`config.mk`:
```
export PLATFORM = sky130hd
export DESIGN_NAME = uart_tx_arbiter_flat
export DESIGN_NICKNAME = d
export VERILOG_FILES = /design/src/rtl/uart_tx_arbiter_if.sv /design/src/rtl/uart_tx_arbiter.sv /design/src/flat_wrapper.sv
export SDC_FILE = /design/constraint.sdc
export NUM_CORES = 1
export LEC_CHECK = 0
export BUFFER_PORTS_ARGS = -buffer_cell sky130_fd_sc_hd__buf_2
export CAP_MARGIN = 10
export CORE_ASPECT_RATIO = 0.7
export CORE_MARGIN = 2
export CORE_UTILIZATION = 58
export CTS_CLUSTER_SIZE = 16
export DETAILED_ROUTE_END_ITERATION = 10
export PLACE_DENSITY = 0.95
export SYNTH_ARGS = -nofsm -noshare
export SYNTH_HDL_FRONTEND = slang
export SYNTH_SLANG_ARGS = --single-unit
```
`constraint.sdc`:
```
create_clock -name i_clk -period 3.4 [get_ports i_clk]
set_clock_uncertainty 0.2 [all_clocks]
set_input_delay 0.34 -clock i_clk [delete_from_list [all_inputs] [get_ports i_clk]]
set_output_delay 0.34 -clock i_clk [all_outputs]
set_load 0.1 [all_outputs]
```
`src/rtl/uart_tx_arbiter_if.sv`:
```
// Request/transmit handshake bundle between byte producers, the arbiter and uart_top.
// slave is the arbiter's view; master is the producer/transmitter side.
interface uart_tx_arbiter_if #(
    parameter int NUM_REQ = 4
);
    logic [NUM_REQ-1:0]   i_req_valid;
    logic [8*NUM_REQ-1:0] i_req_byte;
    logic [NUM_REQ-1:0]   i_req_last;
    logic [NUM_REQ-1:0]   o_req_ready;
    logic                 o_tx_dv;
    logic [7:0]           o_tx_byte;
    logic                 i_tx_active;
    logic                 i_tx_done;

    modport master (
        output i_req_valid, i_req_byte, i_req_last, i_tx_active, i_tx_done,
        input  o_req_ready, o_tx_dv, o_tx_byte
    );

    modport slave (
        input  i_req_valid, i_req_byte, i_req_last, i_tx_active, i_tx_done,
        output o_req_ready, o_tx_dv, o_tx_byte
    );
endinterface

```
`src/rtl/uart_tx_arbiter.sv`:
```
// Round-robin arbiter sharing one UART transmitter among NUM_REQ byte producers,
// with packet locking (grant held until a byte flagged last) and a hung-transmitter watchdog.
module uart_tx_arbiter #(
    parameter  int NUM_REQ        = 4,
    parameter  int GAP_CYCLES     = 0,
    parameter  int TIMEOUT_CYCLES = 65535,
    localparam int IDW            = $clog2(NUM_REQ)
) (
    input  logic           i_clk,
    input  logic           i_rst,
    uart_tx_arbiter_if.slave bus,
    output logic [IDW-1:0] o_grant_id,
    output logic           o_busy,
    output logic           o_timeout
);
    localparam int WDW = $clog2(TIMEOUT_CYCLES + 1);

    typedef enum logic [2:0] {
        S_IDLE,
        S_GRANT,
        S_KICK,
        S_WAIT,
        S_GAP
    } state_t;

    state_t             state_q;
    logic [NUM_REQ-1:0] ready_q;
    logic               dv_q;
    logic [7:0]         byte_q;
    logic [IDW-1:0]     gid_q;
    logic               busy_q;
    logic               tmo_q;
    logic               lock_q;
    logic               last_q;
    logic [IDW-1:0]     ptr_q;
    logic [WDW-1:0]     wd_q;
    logic [7:0]         gap_q;

    logic               pick_vld_d;
    logic [IDW-1:0]     pick_id_d;

    function automatic logic [IDW-1:0] wrap(input int v);
        return IDW'(v % NUM_REQ);
    endfunction

    // While locked only the owner (last granted id) may win; otherwise search ptr+1 onward,
    // so a lone requester equal to ptr is still found on the final step.
    always_comb begin
        pick_vld_d = 1'b0;
        pick_id_d  = gid_q;
        if (lock_q) begin
            pick_vld_d = bus.i_req_valid[gid_q];
        end else begin
            for (int i = 1; i <= NUM_REQ; i++) begin
                if (!pick_vld_d && bus.i_req_valid[wrap(int'(ptr_q) + i)]) begin
                    pick_vld_d = 1'b1;
                    pick_id_d  = wrap(int'(ptr_q) + i);
                end
            end
        end
    end

    always_ff @(posedge i_clk) begin
        if (i_rst) begin
            state_q <= S_IDLE;
            ready_q <= '0;
            dv_q    <= 1'b0;
            byte_q  <= '0;
            gid_q   <= '0;
            busy_q  <= 1'b0;
            tmo_q   <= 1'b0;
            lock_q  <= 1'b0;
            last_q  <= 1'b0;
            ptr_q   <= IDW'(NUM_REQ - 1);
            wd_q    <= '0;
            gap_q   <= '0;
        end else begin
            dv_q  <= 1'b0;
            tmo_q <= 1'b0;
            case (state_q)
                S_IDLE: begin
                    if (!bus.i_tx_active && pick_vld_d) begin
                        gid_q   <= pick_id_d;
                        ready_q <= NUM_REQ'(1) << pick_id_d;
                        busy_q  <= 1'b1;
                        state_q <= S_GRANT;
                    end
                end
                S_GRANT: begin
                    ready_q <= '0;
                    byte_q  <= bus.i_req_byte[8*gid_q +: 8];
                    last_q  <= bus.i_req_last[gid_q];
                    ptr_q   <= gid_q;
                    dv_q    <= 1'b1;
                    state_q <= S_KICK;
                end
                S_KICK: begin
                    // wd_q counts cycles since the o_tx_dv cycle, so the abort pulse
                    // lands exactly TIMEOUT_CYCLES after it
                    wd_q    <= WDW'(1);
                    state_q <= S_WAIT;
                end
                S_WAIT: begin
                    if (bus.i_tx_done) begin
                        lock_q <= !last_q;
                        if (GAP_CYCLES == 0) begin
                            busy_q  <= 1'b0;
                            state_q <= S_IDLE;
                        end else begin
                            gap_q   <= '0;
                            state_q <= S_GAP;
                        end
                    end else if (wd_q == WDW'(TIMEOUT_CYCLES - 1)) begin
                        tmo_q   <= 1'b1;
                        lock_q  <= 1'b0;
                        busy_q  <= 1'b0;
                        state_q <= S_IDLE;
                    end else begin
                        wd_q <= wd_q + 1'b1;
                    end
                end
                S_GAP: begin
                    if (gap_q == 8'(GAP_CYCLES - 1)) begin
                        busy_q  <= 1'b0;
                        state_q <= S_IDLE;
                    end else begin
                        gap_q <= gap_q + 1'b1;
                    end
                end
                default: begin
                    busy_q  <= 1'b0;
                    state_q <= S_IDLE;
                end
            endcase
        end
    end

    assign bus.o_req_ready = ready_q;
    assign bus.o_tx_dv     = dv_q;
    assign bus.o_tx_byte   = byte_q;
    assign o_grant_id      = gid_q;
    assign o_busy          = busy_q;
    assign o_timeout       = tmo_q;
endmodule

```
`src/flat_wrapper.sv`:
```
// flat-port wrapper written by rule: the top's interface ports become plain ports
module uart_tx_arbiter_flat 
#(
    parameter  int NUM_REQ        = 4,
    parameter  int GAP_CYCLES     = 0,
    parameter  int TIMEOUT_CYCLES = 65535,
    localparam int IDW            = $clog2(NUM_REQ)
)
  (i_clk, i_rst, o_grant_id, o_busy, o_timeout, bus_i_req_valid, bus_i_req_byte, bus_i_req_last, bus_i_tx_active, bus_i_tx_done, bus_o_req_ready, bus_o_tx_dv, bus_o_tx_byte);
  uart_tx_arbiter_if #(.NUM_REQ(NUM_REQ)) bus_i ();
  input  logic i_clk;
  input  logic i_rst;
  output logic [IDW-1:0] o_grant_id;
  output logic o_busy;
  output logic o_timeout;
  input wire logic [$bits(bus_i.i_req_valid)-1:0] bus_i_req_valid;
  input wire logic [$bits(bus_i.i_req_byte)-1:0] bus_i_req_byte;
  input wire logic [$bits(bus_i.i_req_last)-1:0] bus_i_req_last;
  input wire logic [$bits(bus_i.i_tx_active)-1:0] bus_i_tx_active;
  input wire logic [$bits(bus_i.i_tx_done)-1:0] bus_i_tx_done;
  output wire logic [$bits(bus_i.o_req_ready)-1:0] bus_o_req_ready;
  output wire logic [$bits(bus_i.o_tx_dv)-1:0] bus_o_tx_dv;
  output wire logic [$bits(bus_i.o_tx_byte)-1:0] bus_o_tx_byte;
  assign bus_i.i_req_valid = bus_i_req_valid;
  assign bus_i.i_req_byte = bus_i_req_byte;
  assign bus_i.i_req_last = bus_i_req_last;
  assign bus_i.i_tx_active = bus_i_tx_active;
  assign bus_i.i_tx_done = bus_i_tx_done;
  assign bus_o_req_ready = bus_i.o_req_ready;
  assign bus_o_tx_dv = bus_i.o_tx_dv;
  assign bus_o_tx_byte = bus_i.o_tx_byte;
  uart_tx_arbiter #(.NUM_REQ(NUM_REQ), .GAP_CYCLES(GAP_CYCLES), .TIMEOUT_CYCLES(TIMEOUT_CYCLES)) u_core (.i_clk(i_clk), .i_rst(i_rst), .bus(bus_i), .o_grant_id(o_grant_id), .o_busy(o_busy), .o_timeout(o_timeout));
endmodule
```
==> summary.txt <==
Cell variety after synth: 58
Slew @ Worst Pin: 728 ps
clock sink count: 39
leakage power: 1.23 nW
pwr/cell area: 751 mW/mm^2
ratio of cells with drive above 1 in the final layout: 26.0%
crit-path cells: nor3b_2, nand2_1, o211ai_1, a21oi_1, o31a_1, o41ai_2
Synth Instances: 290
drt pass-1 iters: 5
post-synthesis mux area share: 12.6%
1st-iter DRT viols: 186
gr usage total: 23.0%
CTS Buffer Depth: 2
Post-CTS Setup Repair Bufs: 0
cell area after synthesis: 0.00253 mm^2
chip height: 59.3 um
Adder-Cell Fraction of Synth Area: 2.97%
hold crit path type: in2reg
largest net degree at the start of global routing: 25
Post-Synth Simple-Gate Area: 24.0%
vias per inst: 5.88
clk root buf: clkbuf_8
CP arrival: 2430 ps
initial antenna violation count: 0
FP Rows: 20
CTS buffer count: 5
clock latency on the worst-skew pair: 290 ps
Worst setup SP type: register
drt wl/cell: 14.0 um
final hold vios: 0
post-DP HPWL: 4230 um
ys async rst share: 0%
largest family of logic cells by synthesized area: simple AND/OR/NAND/NOR gates
syn_nets: 340
final instance area: 0.00293 mm^2
fillers: 324
syn avg cell area: 8.72 um^2
Worst VDD drop: 0.552 mV
most frequent cells in the layout: buf_2, dfxtp_1, nor2_1
DRC: 0
critical path's largest stage delay: 730 ps
CTS tree: done
Synth Flop Type: dfxtp_1
Crit Path Class: reg2reg
Synth warnings: 0
Layout Nets: 391
fin crit share: 71.7%
placed inst area: 0.00281 mm^2
post-cts sizing count: 0
max frequency: 0.410 GHz
post-route ant nets: 0
RSZ-0062 raised after global routing: false
Max Cap Viol: 0
#FFs+latches synth: 39
initial core utilization: 59.5%
via count: 2,335
fin. max-slew vios: 0
DIE AREA: 0.00491 mm^2
Hold Buf Count CTS: 0
number of flops mapped to enable cells by yosys: 0
number of port buffers: 60
setup TNS: 0 ps
Critical-path top delay cell: dfxtp_1
Top delay family on crit path: compound AO/OA/AOI/OAI gates
Final Critical Period: 2440 ps
GRT overflow: 0
status: complete, no violations
core area: 0.00425 mm^2
RD Place Congestion: 0.901
H-Tree Depth: 2
worst path bufs/invs: 0
Worst Path Required: 3390 ps
Post-Route WL: 5580 um
commonest non-fill, non-tap cell in the layout: buf_2
clock slew at reported path FFs: 70 ps
max_slew headroom: 51.2%
sequential fraction of the synthesis area: 30.9%
first-pass GRT wire length: 9160 um
CP max FO: 20
io pins: 61
vias in the first global route: 2,055
XOR/XNOR Fraction of Synth Area: 4.85%
die width: 82.9 um
Layout area overhead: 15.8%
Crit. End Element: register
final setup vio count: 0
ant diodes: 0
post-synthesis compound-gate area fraction: 19.2%
## routing by layer
metal	vias up	track usage [%]	share of wire (%)
met2	118	37.7	44
met1	1058	30.1	46
met4	0	8.20	1.2
li1	1150	-	-
met5	-	0	0
met3	9	5.99	9.0
## per-stage QoR
| step | total power, mW | util (%) | cells | setup slack (ps) | hold slack [ps] |
|---|---|---|---|---|---|
| floorplan | 1.62 | - | 290 | 727 | 216 |
| global placement | 1.78 | 66.1 | 389 | 1110 | 263 |
| detailed placement | 1.81 | 66.1 | 389 | 1030 | 265 |
| CTS | 2.20 | 68.9 | 397 | 1000 | 70.0 |
| global route | 2.31 | 68.9 | 397 | 805 | 73.1 |
| finish | 2.20 | 68.9 | 397 | 961 | 79.4 |
## cells by family after synthesis
logic type	after synthesis
and+or+nand+nor	113
muxes	24
DFF	39
adders and majority gates	6
AOI/OAI and AO/OA	65
xor gates and xnor gates	14
buffers and inverters	29
## synth_stat cells, types with 4 or more instances
| master | count | share of area [%] |
|---|---|---|
| mux2_2 | 7 | 3.1 |
| a21oi_1 | 14 | 2.8 |
| o21ai_0 | 7 | 1.4 |
| nand2b_1 | 5 | 1.2 |
| mux2i_1 | 12 | 4.7 |
| dfxtp_1 | 39 | 31 |
| a211oi_1 | 6 | 1.8 |
| nor2b_1 | 14 | 3.5 |
| ha_1 | 6 | 3.0 |
| nor2_1 | 31 | 4.6 |
| buf_2 | 6 | 1.2 |
| clkbuf_1 | 6 | 0.89 |
| inv_1 | 12 | 1.8 |
| nand3_1 | 12 | 2.4 |
| nor3b_1 | 4 | 1.2 |
| nand2_1 | 19 | 2.8 |
| nor3_1 | 9 | 1.8 |
| xor2_1 | 12 | 4.2 |
| o22ai_1 | 6 | 1.5 |
## report_power, final
group / internal, mW / total (mW) / switching, mW
registers: 0.541 / 0.645 / 0.104
clock network: 0.237 / 0.390 / 0.153
logic: 0.366 / 1.16 / 0.798
total: 1.14 / 2.20 / 1.06
## layout make-up
type	count	area [um^2]	area share, %
clock buffer	6	82.6	2.82
timing repair buffer	61	308	10.5
inverter	12	45.0	1.54
tap	55	68.8	2.35
multi-input combinational	222	1610	55.0
clock inverter	2	35.0	1.20
sequential	39	781	26.6
## registers in the layout (all words and copies together), names as in the netlist
register and count:
u_core.wd_q 16, u_core.bus.o_tx_byte 8, u_core.bus.o_req_ready 4, u_core.o_grant_id 2, u_core.ptr_q 2, u_core.state_q 2
u_core.bus.o_tx_dv 1, u_core.last_q 1, u_core.lock_q 1, u_core.o_busy 1, u_core.o_timeout 1
## worst paths after layout
kind / startpoint / end / slack, ps / cells after the start
worst min-delay path: bus_i_tx_done / u_core.o_timeout / 80 / 2
worst max-delay path: u_core.ptr_q[1] / u_core.bus.o_req_ready[3] / 960 / 6
worst max register to register: u_core.ptr_q[1] / u_core.bus.o_req_ready[3] / 960 / 6
worst min register to register: u_core.bus.o_req_ready[0] / u_core.bus.o_req_ready[0] / 270 / 2
Power figures use the tool's default switching activity.
